$ cat config.mk
export PLATFORM = sky130hd
export DESIGN_NAME = kd_tree_traverse_pipe_flat
export DESIGN_NICKNAME = d
export VERILOG_FILES = /design/src/rtl/kd_tree_traverse_pipe_pkg.sv /design/src/rtl/kd_tree_traverse_pipe_if.sv /design/src/rtl/kd_tree_traverse_pipe_level_stage.sv /design/src/rtl/kd_tree_traverse_pipe.sv /design/src/flat_wrapper.sv
export SDC_FILE = /design/constraint.sdc
export NUM_CORES = 2
export LEC_CHECK = 0
export ABC_AREA = 1
export BUFFER_PORTS_ARGS = -buffer_cell sky130_fd_sc_hd__buf_2
export CAP_MARGIN = 20
export CORE_MARGIN = 1
export CORE_UTILIZATION = 46
export CTS_CLUSTER_DIAMETER = 60
export CTS_CLUSTER_SIZE = 24
export DETAILED_ROUTE_END_ITERATION = 8
export PLACE_DENSITY = 0.6
export SYNTH_ARGS = -nofsm -noshare
export SYNTH_HDL_FRONTEND = slang
export SYNTH_SLANG_ARGS = --single-unit
$ cat constraint.sdc
create_clock -name clk -period 13.06 [get_ports clk]
set_clock_uncertainty 0.15 [all_clocks]
set_input_delay 0.653 -clock clk [delete_from_list [all_inputs] [get_ports clk]]
set_output_delay 0.653 -clock clk [all_outputs]
set_load 0.02 [all_outputs]
$ cat src/rtl/kd_tree_traverse_pipe_pkg.sv
// Shared types for the kd-tree traversal pipeline: node record, FSM states
// and the helper that sizes the split-dimension field.
package kd_pkg;

   // Node fields are sized for the widest supported configuration so the
   // record type stays independent of the instance parameters; writes
   // zero-extend into it.
   localparam int NODE_SEL_MAX = 8;
   localparam int NODE_THR_MAX = 32;

   typedef struct packed {
      logic [NODE_SEL_MAX-1:0] split_dim;
      logic [NODE_THR_MAX-1:0] threshold;
   } node_t;

   typedef enum logic [1:0] {
      ST_LOAD  = 2'd0,
      ST_RUN   = 2'd1,
      ST_DRAIN = 2'd2
   } state_t;

   // Width of the split_dim field: max(1, clog2(patch_dim)).
   function automatic int sel_width(input int patch_dim);
      return (patch_dim <= 2) ? 1 : $clog2(patch_dim);
   endfunction

endpackage

$ cat src/rtl/kd_tree_traverse_pipe_if.sv
// Bus bundle for the traversal pipeline: node configuration, query input
// stream, result output stream and a state observation signal.
//
// Handshake rule for both streams: a transfer happens on a rising clock edge
// where valid and ready are both 1. The source keeps valid and its payload
// stable until that edge; ready may depend combinationally on the sink state.
interface kd_tree_traverse_pipe_if
   import kd_pkg::*;
#(
   parameter int DEPTH      = 6,
   parameter int PATCH_DIM  = 5,
   parameter int COMP_WIDTH = 11,
   parameter int TAG_WIDTH  = 8
);
   localparam int SEL_W = sel_width(PATCH_DIM);

   logic                            cfg_valid;
   logic [SEL_W+COMP_WIDTH-1:0]     cfg_data;
   logic                            cfg_clear;
   logic                            cfg_done;
   logic                            in_valid;
   logic                            in_ready;
   logic [PATCH_DIM*COMP_WIDTH-1:0] in_patch;
   logic [TAG_WIDTH-1:0]            in_tag;
   logic                            out_valid;
   logic                            out_ready;
   logic [DEPTH-1:0]                out_leaf;
   logic [TAG_WIDTH-1:0]            out_tag;
   state_t                          state;

   modport master (
      output cfg_valid, cfg_data, cfg_clear, in_valid, in_patch, in_tag, out_ready,
      input  cfg_done, in_ready, out_valid, out_leaf, out_tag, state
   );

   modport slave (
      input  cfg_valid, cfg_data, cfg_clear, in_valid, in_patch, in_tag, out_ready,
      output cfg_done, in_ready, out_valid, out_leaf, out_tag, state
   );

endinterface

$ cat src/rtl/kd_tree_traverse_pipe_level_stage.sv
// One tree level: pick this level's node from the accumulated path, select
// the split component, compare against the threshold and register the
// extended path together with tag and valid. Holds everything on stall.
module kd_level_stage
   import kd_pkg::*;
#(
   parameter int LEVEL      = 0,
   parameter int DEPTH      = 6,
   parameter int PATCH_DIM  = 5,
   parameter int COMP_WIDTH = 11,
   parameter int TAG_WIDTH  = 8
) (
   input  logic                            clk,
   input  logic                            rst_n,
   input  logic                            hold,
   input  node_t                           nodes [2**DEPTH-1],
   input  logic                            in_valid,
   input  logic [DEPTH-1:0]                in_path,
   input  logic [PATCH_DIM*COMP_WIDTH-1:0] in_patch,
   input  logic [TAG_WIDTH-1:0]            in_tag,
   output logic                            out_valid,
   output logic [DEPTH-1:0]                out_path,
   output logic [TAG_WIDTH-1:0]            out_tag
);
   // First node of this level in breadth-first order.
   localparam logic [DEPTH-1:0] BASE = DEPTH'((2**LEVEL) - 1);

   node_t                 node;
   logic [COMP_WIDTH-1:0] comp;
   logic                  go_right;

   // Node select, component mux (out-of-range split_dim falls back to 0)
   // and unsigned compare; ties branch right.
   always_comb begin
      node = nodes[BASE + in_path];
      comp = in_patch[COMP_WIDTH-1:0];
      for (int k = 1; k < PATCH_DIM; k++) begin
         if (int'(node.split_dim) == k) comp = in_patch[k*COMP_WIDTH +: COMP_WIDTH];
      end
      go_right = NODE_THR_MAX'(comp) >= node.threshold;
   end

   // Level register: append the branch bit as the new path LSB.
   always_ff @(posedge clk or negedge rst_n) begin
      if (!rst_n) begin
         out_valid <= 1'b0;
         out_path  <= '0;
         out_tag   <= '0;
      end else if (!hold) begin
         out_valid <= in_valid;
         out_path  <= (in_path << 1) | DEPTH'(go_right);
         out_tag   <= in_tag;
      end
   end

endmodule

$ cat src/rtl/kd_tree_traverse_pipe.sv
// kd-tree traversal pipeline: nodes are loaded breadth-first, then queries
// walk DEPTH registered levels, one per cycle, producing a leaf index.
// A clear request drains in-flight queries before the tree is reloaded.
module kd_tree_traverse_pipe
   import kd_pkg::*;
#(
   parameter int DEPTH      = 6,
   parameter int PATCH_DIM  = 5,
   parameter int COMP_WIDTH = 11,
   parameter int TAG_WIDTH  = 8
) (
   input logic                    clk,
   input logic                    rst_n,
   kd_tree_traverse_pipe_if.slave bus
);
   localparam int SEL_W = sel_width(PATCH_DIM);
   localparam int NODES = 2**DEPTH - 1;
   localparam int PW    = PATCH_DIM * COMP_WIDTH;
   localparam logic [DEPTH-1:0] LAST_ADR  = DEPTH'(NODES - 1);
   localparam logic [DEPTH-1:0] LAST_MASK = DEPTH'(1) << (DEPTH - 1);

   state_t           state_q;
   logic [DEPTH-1:0] wadr;
   logic             cfg_done_q;
   node_t            nodes [NODES];
   node_t            wnode;

   logic [DEPTH-1:0]     vld_q;
   logic [DEPTH-1:0]     path_q  [DEPTH];
   logic [TAG_WIDTH-1:0] tag_q   [DEPTH];
   logic [PW-1:0]        patch_q [DEPTH-1];
   logic                 stage_vld   [DEPTH];
   logic [DEPTH-1:0]     stage_path  [DEPTH];
   logic [TAG_WIDTH-1:0] stage_tag   [DEPTH];
   logic [PW-1:0]        stage_patch [DEPTH];

   logic stall, in_ready, accept, in_flight, drain_done;

   assign stall      = vld_q[DEPTH-1] & ~bus.out_ready;
   assign in_ready   = (state_q == ST_RUN) & ~stall;
   // A clear in the same cycle wins over an offered query.
   assign accept     = bus.in_valid & in_ready & ~bus.cfg_clear;
   assign in_flight  = |vld_q;
   // Only the output stage may still hold a result, and it leaves now.
   assign drain_done = ((vld_q & ~LAST_MASK) == '0) & (~vld_q[DEPTH-1] | bus.out_ready);

   assign wnode.split_dim = NODE_SEL_MAX'(bus.cfg_data[SEL_W+COMP_WIDTH-1:COMP_WIDTH]);
   assign wnode.threshold = NODE_THR_MAX'(bus.cfg_data[COMP_WIDTH-1:0]);

   assign bus.cfg_done  = cfg_done_q;
   assign bus.in_ready  = in_ready;
   assign bus.out_valid = vld_q[DEPTH-1];
   assign bus.out_leaf  = path_q[DEPTH-1];
   assign bus.out_tag   = tag_q[DEPTH-1];
   assign bus.state     = state_q;

   // Control FSM with node storage: LOAD fills nodes, RUN accepts queries,
   // DRAIN lets in-flight queries finish on the old tree.
   always_ff @(posedge clk or negedge rst_n) begin
      if (!rst_n) begin
         state_q    <= ST_LOAD;
         wadr       <= '0;
         cfg_done_q <= 1'b0;
         for (int i = 0; i < NODES; i++) nodes[i] <= '0;
      end else begin
         case (state_q)
            ST_LOAD: begin
               if (bus.cfg_clear) begin
                  wadr <= '0;
               end else if (bus.cfg_valid) begin
                  nodes[wadr] <= wnode;
                  wadr        <= wadr + DEPTH'(1);
                  if (wadr == LAST_ADR) begin
                     state_q    <= ST_RUN;
                     cfg_done_q <= 1'b1;
                  end
               end
            end
            ST_RUN: begin
               if (bus.cfg_clear) begin
                  cfg_done_q <= 1'b0;
                  wadr       <= '0;
                  state_q    <= in_flight ? ST_DRAIN : ST_LOAD;
               end
            end
            ST_DRAIN: begin
               if (drain_done) begin
                  state_q <= ST_LOAD;
                  wadr    <= '0;
               end
            end
            default: state_q <= ST_LOAD;
         endcase
      end
   end

   // Patch copies travel alongside the path so each level sees its query.
   always_ff @(posedge clk or negedge rst_n) begin
      if (!rst_n) begin
         for (int i = 0; i < DEPTH-1; i++) patch_q[i] <= '0;
      end else if (!stall) begin
         for (int i = 0; i < DEPTH-1; i++) patch_q[i] <= stage_patch[i];
      end
   end

   for (genvar l = 0; l < DEPTH; l++) begin : g_level
      if (l == 0) begin : g_first
         assign stage_vld[l]   = accept;
         assign stage_path[l]  = '0;
         assign stage_tag[l]   = bus.in_tag;
         assign stage_patch[l] = bus.in_patch;
      end else begin : g_rest
         assign stage_vld[l]   = vld_q[l-1];
         assign stage_path[l]  = path_q[l-1];
         assign stage_tag[l]   = tag_q[l-1];
         assign stage_patch[l] = patch_q[l-1];
      end

      kd_level_stage #(
         .LEVEL      (l),
         .DEPTH      (DEPTH),
         .PATCH_DIM  (PATCH_DIM),
         .COMP_WIDTH (COMP_WIDTH),
         .TAG_WIDTH  (TAG_WIDTH)
      ) u_stage (
         .clk       (clk),
         .rst_n     (rst_n),
         .hold      (stall),
         .nodes     (nodes),
         .in_valid  (stage_vld[l]),
         .in_path   (stage_path[l]),
         .in_patch  (stage_patch[l]),
         .in_tag    (stage_tag[l]),
         .out_valid (vld_q[l]),
         .out_path  (path_q[l]),
         .out_tag   (tag_q[l])
      );
   end

endmodule

$ cat src/flat_wrapper.sv
// flat-port wrapper written by rule: the top's interface ports become plain ports
module kd_tree_traverse_pipe_flat import kd_pkg::*;
#(
   parameter int DEPTH      = 6,
   parameter int PATCH_DIM  = 5,
   parameter int COMP_WIDTH = 11,
   parameter int TAG_WIDTH  = 8
)
  (clk, rst_n, bus_cfg_valid, bus_cfg_data, bus_cfg_clear, bus_in_valid, bus_in_patch, bus_in_tag, bus_out_ready, bus_cfg_done, bus_in_ready, bus_out_valid, bus_out_leaf, bus_out_tag, bus_state);
  kd_tree_traverse_pipe_if #(.DEPTH(DEPTH), .PATCH_DIM(PATCH_DIM), .COMP_WIDTH(COMP_WIDTH), .TAG_WIDTH(TAG_WIDTH)) bus_i ();
  input logic clk;
  input logic rst_n;
  input wire logic [$bits(bus_i.cfg_valid)-1:0] bus_cfg_valid;
  input wire logic [$bits(bus_i.cfg_data)-1:0] bus_cfg_data;
  input wire logic [$bits(bus_i.cfg_clear)-1:0] bus_cfg_clear;
  input wire logic [$bits(bus_i.in_valid)-1:0] bus_in_valid;
  input wire logic [$bits(bus_i.in_patch)-1:0] bus_in_patch;
  input wire logic [$bits(bus_i.in_tag)-1:0] bus_in_tag;
  input wire logic [$bits(bus_i.out_ready)-1:0] bus_out_ready;
  output wire logic [$bits(bus_i.cfg_done)-1:0] bus_cfg_done;
  output wire logic [$bits(bus_i.in_ready)-1:0] bus_in_ready;
  output wire logic [$bits(bus_i.out_valid)-1:0] bus_out_valid;
  output wire logic [$bits(bus_i.out_leaf)-1:0] bus_out_leaf;
  output wire logic [$bits(bus_i.out_tag)-1:0] bus_out_tag;
  output wire logic [$bits(bus_i.state)-1:0] bus_state;
  assign bus_i.cfg_valid = bus_cfg_valid;
  assign bus_i.cfg_data = bus_cfg_data;
  assign bus_i.cfg_clear = bus_cfg_clear;
  assign bus_i.in_valid = bus_in_valid;
  assign bus_i.in_patch = bus_in_patch;
  assign bus_i.in_tag = bus_in_tag;
  assign bus_i.out_ready = bus_out_ready;
  assign bus_cfg_done = bus_i.cfg_done;
  assign bus_in_ready = bus_i.in_ready;
  assign bus_out_valid = bus_i.out_valid;
  assign bus_out_leaf = bus_i.out_leaf;
  assign bus_out_tag = bus_i.out_tag;
  assign bus_state = bus_i.state;
  kd_tree_traverse_pipe #(.DEPTH(DEPTH), .PATCH_DIM(PATCH_DIM), .COMP_WIDTH(COMP_WIDTH), .TAG_WIDTH(TAG_WIDTH)) u_core (.clk(clk), .rst_n(rst_n), .bus(bus_i));
endmodule
# Word-level counts from Yosys, hierarchy flattened
# Index checks and enable logic that the tools add are counted.
# totals
register_bits	2889
inputBits	83
out_inout_bits	19
wordCells	294
# classes
addsub	6
magnitude_cmp	13
eq_ne	33
mux	59
bitwise	21
reduce_logical	10
# ops
op	n
2520-bit bitwise mux	1
40-bit binary-select mux with 6-bit select	5
40-bit 2-to-1 mux	11
11-bit 2-to-1 mux	24
40-bit demux with 6-bit select	1
11-bit by 32-bit >= comparator with 1-bit output	6
8-bit by 3-bit == test with 1-bit output, second input constant	12
8-bit by 2-bit == test with 1-bit output, second input constant	6
8-bit by 4-bit == test with 1-bit output, second input constant	6
7-bit >= comparator, second input constant	6
6-bit inverter with 7-bit output	6
6-bit 2-to-1 mux	4
6-bit by 1-bit bitwise OR with 6-bit output	4
6-bit one-hot mux with 3 select lines	1
2-bit 2-to-1 mux	6
5-bit AND reduction	2
7-bit by 1-bit < comparator with 1-bit output, second input constant	1
2-bit by 6-bit adder with 6-bit output, first input constant	1
3-bit by 6-bit adder with 6-bit output, first input constant	1
4-bit by 6-bit adder with 6-bit output, first input constant	1
5-bit by 6-bit adder with 6-bit output, first input constant	1
6-bit by 1-bit adder with 6-bit output, second input constant	1
6-bit == test, second input constant	1
6-bit logical NOT	1
20 further kinds	33

# Logic depth before layout (Yosys ltp)
# depth
depth_word	12
mapped_depth	35
depth_no_buf	28

# Modules after synthesis
# From an unflattened synthesis, not the netlist that was laid out.
# unflattened
cells_unflattened	30941
hier_area_um2	173156.1
# by_module_without_submodules
module	n_inst	cells_each	area_each_um2	seq_area_each_um2
kd_tree_traverse_pipe	1	4506	43206.4	29178.0
kd_level_stage at u_core.g_level[4].u_stage	1	4710	23196.0	375.4
kd_level_stage at u_core.g_level[2].u_stage	1	4659	23035.8	375.4
kd_level_stage at u_core.g_level[3].u_stage	1	4553	22860.7	375.4
kd_level_stage at u_core.g_level[1].u_stage	1	4361	21491.9	375.4
kd_level_stage at u_core.g_level[5].u_stage	1	4115	20155.6	375.4
kd_level_stage at u_core.g_level[0].u_stage	1	4037	19209.7	375.4

# Worst setup path after synthesis
# Ideal clock, no wire load.
# synth_timing
kind	reg2reg
from	reg u_core.g_level[4].u_stage.out_path[0]
to	reg u_core.g_level[5].u_stage.out_path[0]
setup_ps	65
arrival_ps	4185
t_required_ps	12845
setup_slack_ps	8659
path_stages_with_launch	26
path_buffers	8
synth_period_minus_slack_ps	4401
cell_sequence	dfrtp_1 -> inv_2 -> buf_2 -> buf_2 -> buf_2 -> buf_2 -> buf_1 -> ha_1 -> inv_1 -> buf_2 -> buf_1 -> clkbuf_1 -> a21oi_1 -> a211oi_1 -> nor3_1 -> o31ai_1 -> o22ai_1 -> ha_1 -> inv_1 -> o31ai_1 -> nand2_1 -> o211ai_1 -> nand2_1 -> nand3_1 -> nand2_1 -> nand2_1
# synth_between
elab_chain_cells	12
word_cells_on_any_way	15
cone_classes	1 x add/sub; 1 x order compare; 4 x eq/ne; 7 x mux; 2 x bitwise
# synth_lines
element	line	text
start, declared	kd_tree_traverse_pipe_level_stage.sv:22	output logic [DEPTH-1:0] out_path,
start signal, assigned	kd_tree_traverse_pipe_level_stage.sv:51	out_path <= (in_path << 1) | DEPTH'(go_right);
5-bit by 6-bit adder with 6-bit output (*)	kd_tree_traverse_pipe_level_stage.sv:35	node = nodes[BASE + in_path];
6-bit inverter with 7-bit output (implied by the code) (*)	kd_tree_traverse_pipe_level_stage.sv:35	
40-bit binary-select mux with 6-bit select (*)	kd_tree_traverse_pipe_level_stage.sv:35	
40-bit 2-to-1 mux (implied by the code) (*) (2 in a row)	kd_tree_traverse_pipe_level_stage.sv:35	
8-bit by 2-bit == test with 1-bit output	kd_tree_traverse_pipe_level_stage.sv:38	if (int'(node.split_dim) == k) comp = in_patch[k*COMP_WIDTH +: COMP_WIDTH];
11-bit 2-to-1 mux (4 in a row)	kd_tree_traverse_pipe_level_stage.sv:38	
11-bit by 32-bit >= comparator with 1-bit output (*)	kd_tree_traverse_pipe_level_stage.sv:40	go_right = NODE_THR_MAX'(comp) >= node.threshold;
6-bit by 1-bit bitwise OR with 6-bit output (*)	kd_tree_traverse_pipe_level_stage.sv:51	
end signal, assigned	kd_tree_traverse_pipe_level_stage.sv:51	
end, declared	kd_tree_traverse_pipe_level_stage.sv:22	
# Every way passes the cells marked *; elsewhere a longest branch is shown, timed or not. The select of a mux whose other input is x is not followed.
# A chain may end at the register's enable or synchronous reset.

# Worst setup path after layout
# Same ends and word-level chain as after synthesis.

==> results.sh <==
export IMPL_p_seq_share_pct=26.3
export IMPL_synth_area_leaders="dfrtp_1 51%, nand2_1 14%, o21ai_0 13%"
export IMPL_switching_share_pct=50.46
export IMPL_yosys_register_bits=1241
export IMPL_p_switching_w=0.009693
export IMPL_leakagePower_nw=30.10
export IMPL_clockBufferDepth=3
export IMPL_hp_class="in2reg"
export IMPL_worstSetupPathType="reg2reg"
export IMPL_power_frac_clock_pct=19.0
export IMPL_yosys_warnings=0
export IMPL_startpoint_type="register"
export IMPL_wl_mm=204.5
export IMPL_routed_via_density=5.788
export IMPL_gp_congestion=0.9525
export IMPL_synth_cells=7699
export IMPL_grt_pass1_vias=50520
export IMPL_syn_cell_area_sq_um=60960
export IMPL_die_area_sq_um=134000
export IMPL_synth_edf_count=0
export IMPL_clock_sinks=1241
export IMPL_hold_viol=0
export IMPL_status="completed"
export IMPL_arrival_ns=7.26
export IMPL_fill_cells=12880
export IMPL_antenna_found_initial=3
export IMPL_fin_crit_ns=6.726
export IMPL_grt_pass1_wl_mm=315.8
export IMPL_final_period_utilization_pct=51.50
export IMPL_cts_tree="built"
export IMPL_whs_ns=0.1558
export IMPL_synth_top_area_share_pct=50.95
export IMPL_clk_pin_slew_ns=0.08
export IMPL_h_tree_depth=3
export IMPL_async_flop_share_pct=100.0
export IMPL_post_cts_buffers=0
export IMPL_powerDensity_nw_per_um2=287.6
export IMPL_io_pins=102
export IMPL_crit_required_ns=13.60
export IMPL_cp_end_kind="register"
export IMPL_ir_drop_uv=197.3
export IMPL_drive_gt1_share_pct=7.172
export IMPL_grt_max_degree=263
export IMPL_cts_resized_gates=0
export IMPL_diodes=0
export IMPL_layout_common_cells="2272 x nand2_1, 1564 x o21ai_0, 1237 x dfrtp_1, 420 x a21oi_1, 386 x inv_1"
export IMPL_coreArea_sq_um=131500
export IMPL_cp_max_fo=65
export IMPL_detail_route_antenna_nets=0
export IMPL_syn_area_per_cell_sq_um=7.917
export IMPL_fin_tns_setup_ns=0
export IMPL_nets=7629
export IMPL_synth_top_area_cell="dfrtp_1"
export IMPL_setup_violations=0
export IMPL_tightest_slew_ns=1.174
export IMPL_drt_initial_drc_count=6273
export IMPL_portBuffers=101
export IMPL_maxCapViolCount=0
export IMPL_wl_per_cell_um=21.93
export IMPL_rows=133
export IMPL_root_buffer="clkbuf_16"
export IMPL_grt_ovfl_total=0
export IMPL_relSlewSlack_pct=21.46
export IMPL_route_vias_total=53980
export IMPL_syn2layout_area_growth_pct=9.590
export IMPL_rsz0062_at_grt="false"
export IMPL_comb_power_share_pct=54.8
export IMPL_layout_commonest_cell="nand2_1"
export IMPL_intPower_w=0.009516
export IMPL_fmax_mhz=148.7
export IMPL_clock_latency_ns=0.78
export IMPL_die_w_um=366.0
export IMPL_start_util_pct=46.37
export IMPL_cts_made_buffers=114
export IMPL_die_y_um=366.0
export IMPL_grt_total_usage_pct=30.24
export IMPL_dp_hpwl_mm=128.3
export IMPL_drv_slew=0
export IMPL_synth_flop_cell="dfrtp_1"
export IMPL_synth_cell_type_count=50
export IMPL_drc=0
export IMPL_mappedNetlistNets=7858
export IMPL_dr_pass1_iters=8
export IMPL_cts_hold_fix_buffers=65
export IMPL_ys_seq_area_share_pct=50.95
-- layout make-up --
cell class | count | area, sq um | area share, %
sequential | 1241 | 31070 | 46.51
inverter | 422 | 1602 | 2.397
tap | 1755 | 2196 | 3.287
timing repair buffer | 243 | 1832 | 2.742
clock inverter | 96 | 1132 | 1.695
clock buffer | 121 | 2939 | 4.400
multi-input combinational | 5448 | 26030 | 38.97
-- power groups by stage --
stage	logic, W	registers (W)	clock network, W
after detailed placement	0.0103	0.00510	0
after floorplan	0.00698	0.00486	0
after global placement	0.0102	0.00510	0
after CTS	0.0103	0.00503	0.00370
after global routing	0.0116	0.00511	0.00384
final	0.0105	0.00504	0.00365
-- stage by stage --
stage	worst slack (ns)	instance area, sq um	instances	total power [W]	util, %
2_1_floorplan	8.659	60960	7699	0.01184	-
3_5_place_dp	6.461	62030	9042	0.01538	47.19
6_report	6.334	66800	9326	0.01921	50.81
5_1_grt	5.755	66800	9326	0.02053	50.81
3_3_place_gp	6.472	62030	9042	0.01526	47.19
4_1_cts	6.393	66750	9324	0.01908	50.78
-- Yosys cell counts, types with 4 or more instances --
cell type	number
o221ai_1	58
nand2_1	2272
clkbuf_1	442
nor3_1	30
a221oi_1	37
o22ai_1	68
o211ai_2	5
a21oi_1	420
inv_2	13
o21ai_0	1564
and3_1	4
buf_1	29
a22oi_1	14
o21ai_1	15
a32o_1	12
a21o_1	4
dfrtp_1	1241
nor3_2	5
a211oi_1	20
ha_1	76
o31ai_1	18
nand4_1	4
nor2_1	261
buf_2	100
nor4_2	6
nand2_2	46
o211ai_1	93
or2_2	21
a31oi_1	19
inv_1	403
buf_4	16
clkinv_1	6
a31o_2	9
nand3_1	343
-- worst paths after layout --
check / from / to / slack [ns] / depth (start not counted)
worst max-delay path: u_core.g_level[4].u_stage.out_path[0] / u_core.g_level[5].u_stage.out_path[0] / 6.33 / 26
worst min register to register: u_core.g_level[3].u_stage.out_tag[1] / u_core.g_level[4].u_stage.out_tag[1] / 0.32 / 2
min in group asynchronous: rst_n / u_core.patch_q[226] / 0.41 / 2
max in group asynchronous: rst_n / u_core.nodes[1472] / 9.37 / 6
worst max register to register: u_core.g_level[4].u_stage.out_path[0] / u_core.g_level[5].u_stage.out_path[0] / 6.33 / 26
worst min-delay path: bus_cfg_clear / u_core.g_level[0].u_stage.out_valid / 0.16 / 4
-- state kept, by name, summed over array words and instances (netlist names) --
register / flops
u_core.g_level.u_stage.out_path: 21
u_core.g_level.u_stage.out_valid: 6
u_core.bus.state: 2
u_core.g_level.u_stage.out_tag: 48
u_core.wadr: 6
u_core.nodes: 882
u_core.bus.cfg_done: 1
u_core.patch_q: 275
-- cell families after synthesis --
family | count (synthesis) | share of synthesized area [%]
buffers and inverters | 1010 | 6.536
DFF | 1241 | 50.95
xor gates and xnor gates | 6 | 0.1355
adders and majority gates | 76 | 1.560
and+or+nand+nor | 3003 | 19.78
AOI/OAI and AO/OA | 2363 | 21.04
-- layer usage --
| layer | share of wire, % | track usage [%] | routed length, um |
|---|---|---|---|
| met4 | 3.1 | 8.915 | 6353 |
| met1 | 44 | 44.05 | 90620 |
| met3 | 7.6 | 4.636 | 15470 |
| met5 | 0.0064 | 0 | 13 |
| met2 | 45 | 46.55 | 92070 |
-- worst max-delay path, cell delays in order, from the launching register on --
cell and delay (ns):
dfrtp_4 0.69, inv_6 0.50, ha_4 0.25, inv_2 0.04, nand2_1 0.32, nand2_4 0.27
inv_2 0.40, buf_4 0.65, nand3_1 0.15, nand3_1 0.14, nand3_1 0.19, nand3_1 0.21
nand2_1 0.12, nor2_2 0.52, nand2_2 0.36, or2_2 0.37, nand3_1 0.08, nand2_1 0.07
ha_1 0.28, inv_1 0.05, o31ai_1 0.25, nand2_1 0.08, o211ai_1 0.09, nand2_1 0.06
nand3_1 0.07, nand2_1 0.05, nand2_1 0.08
No activity file was read; power rests on OpenSTA's default activity.
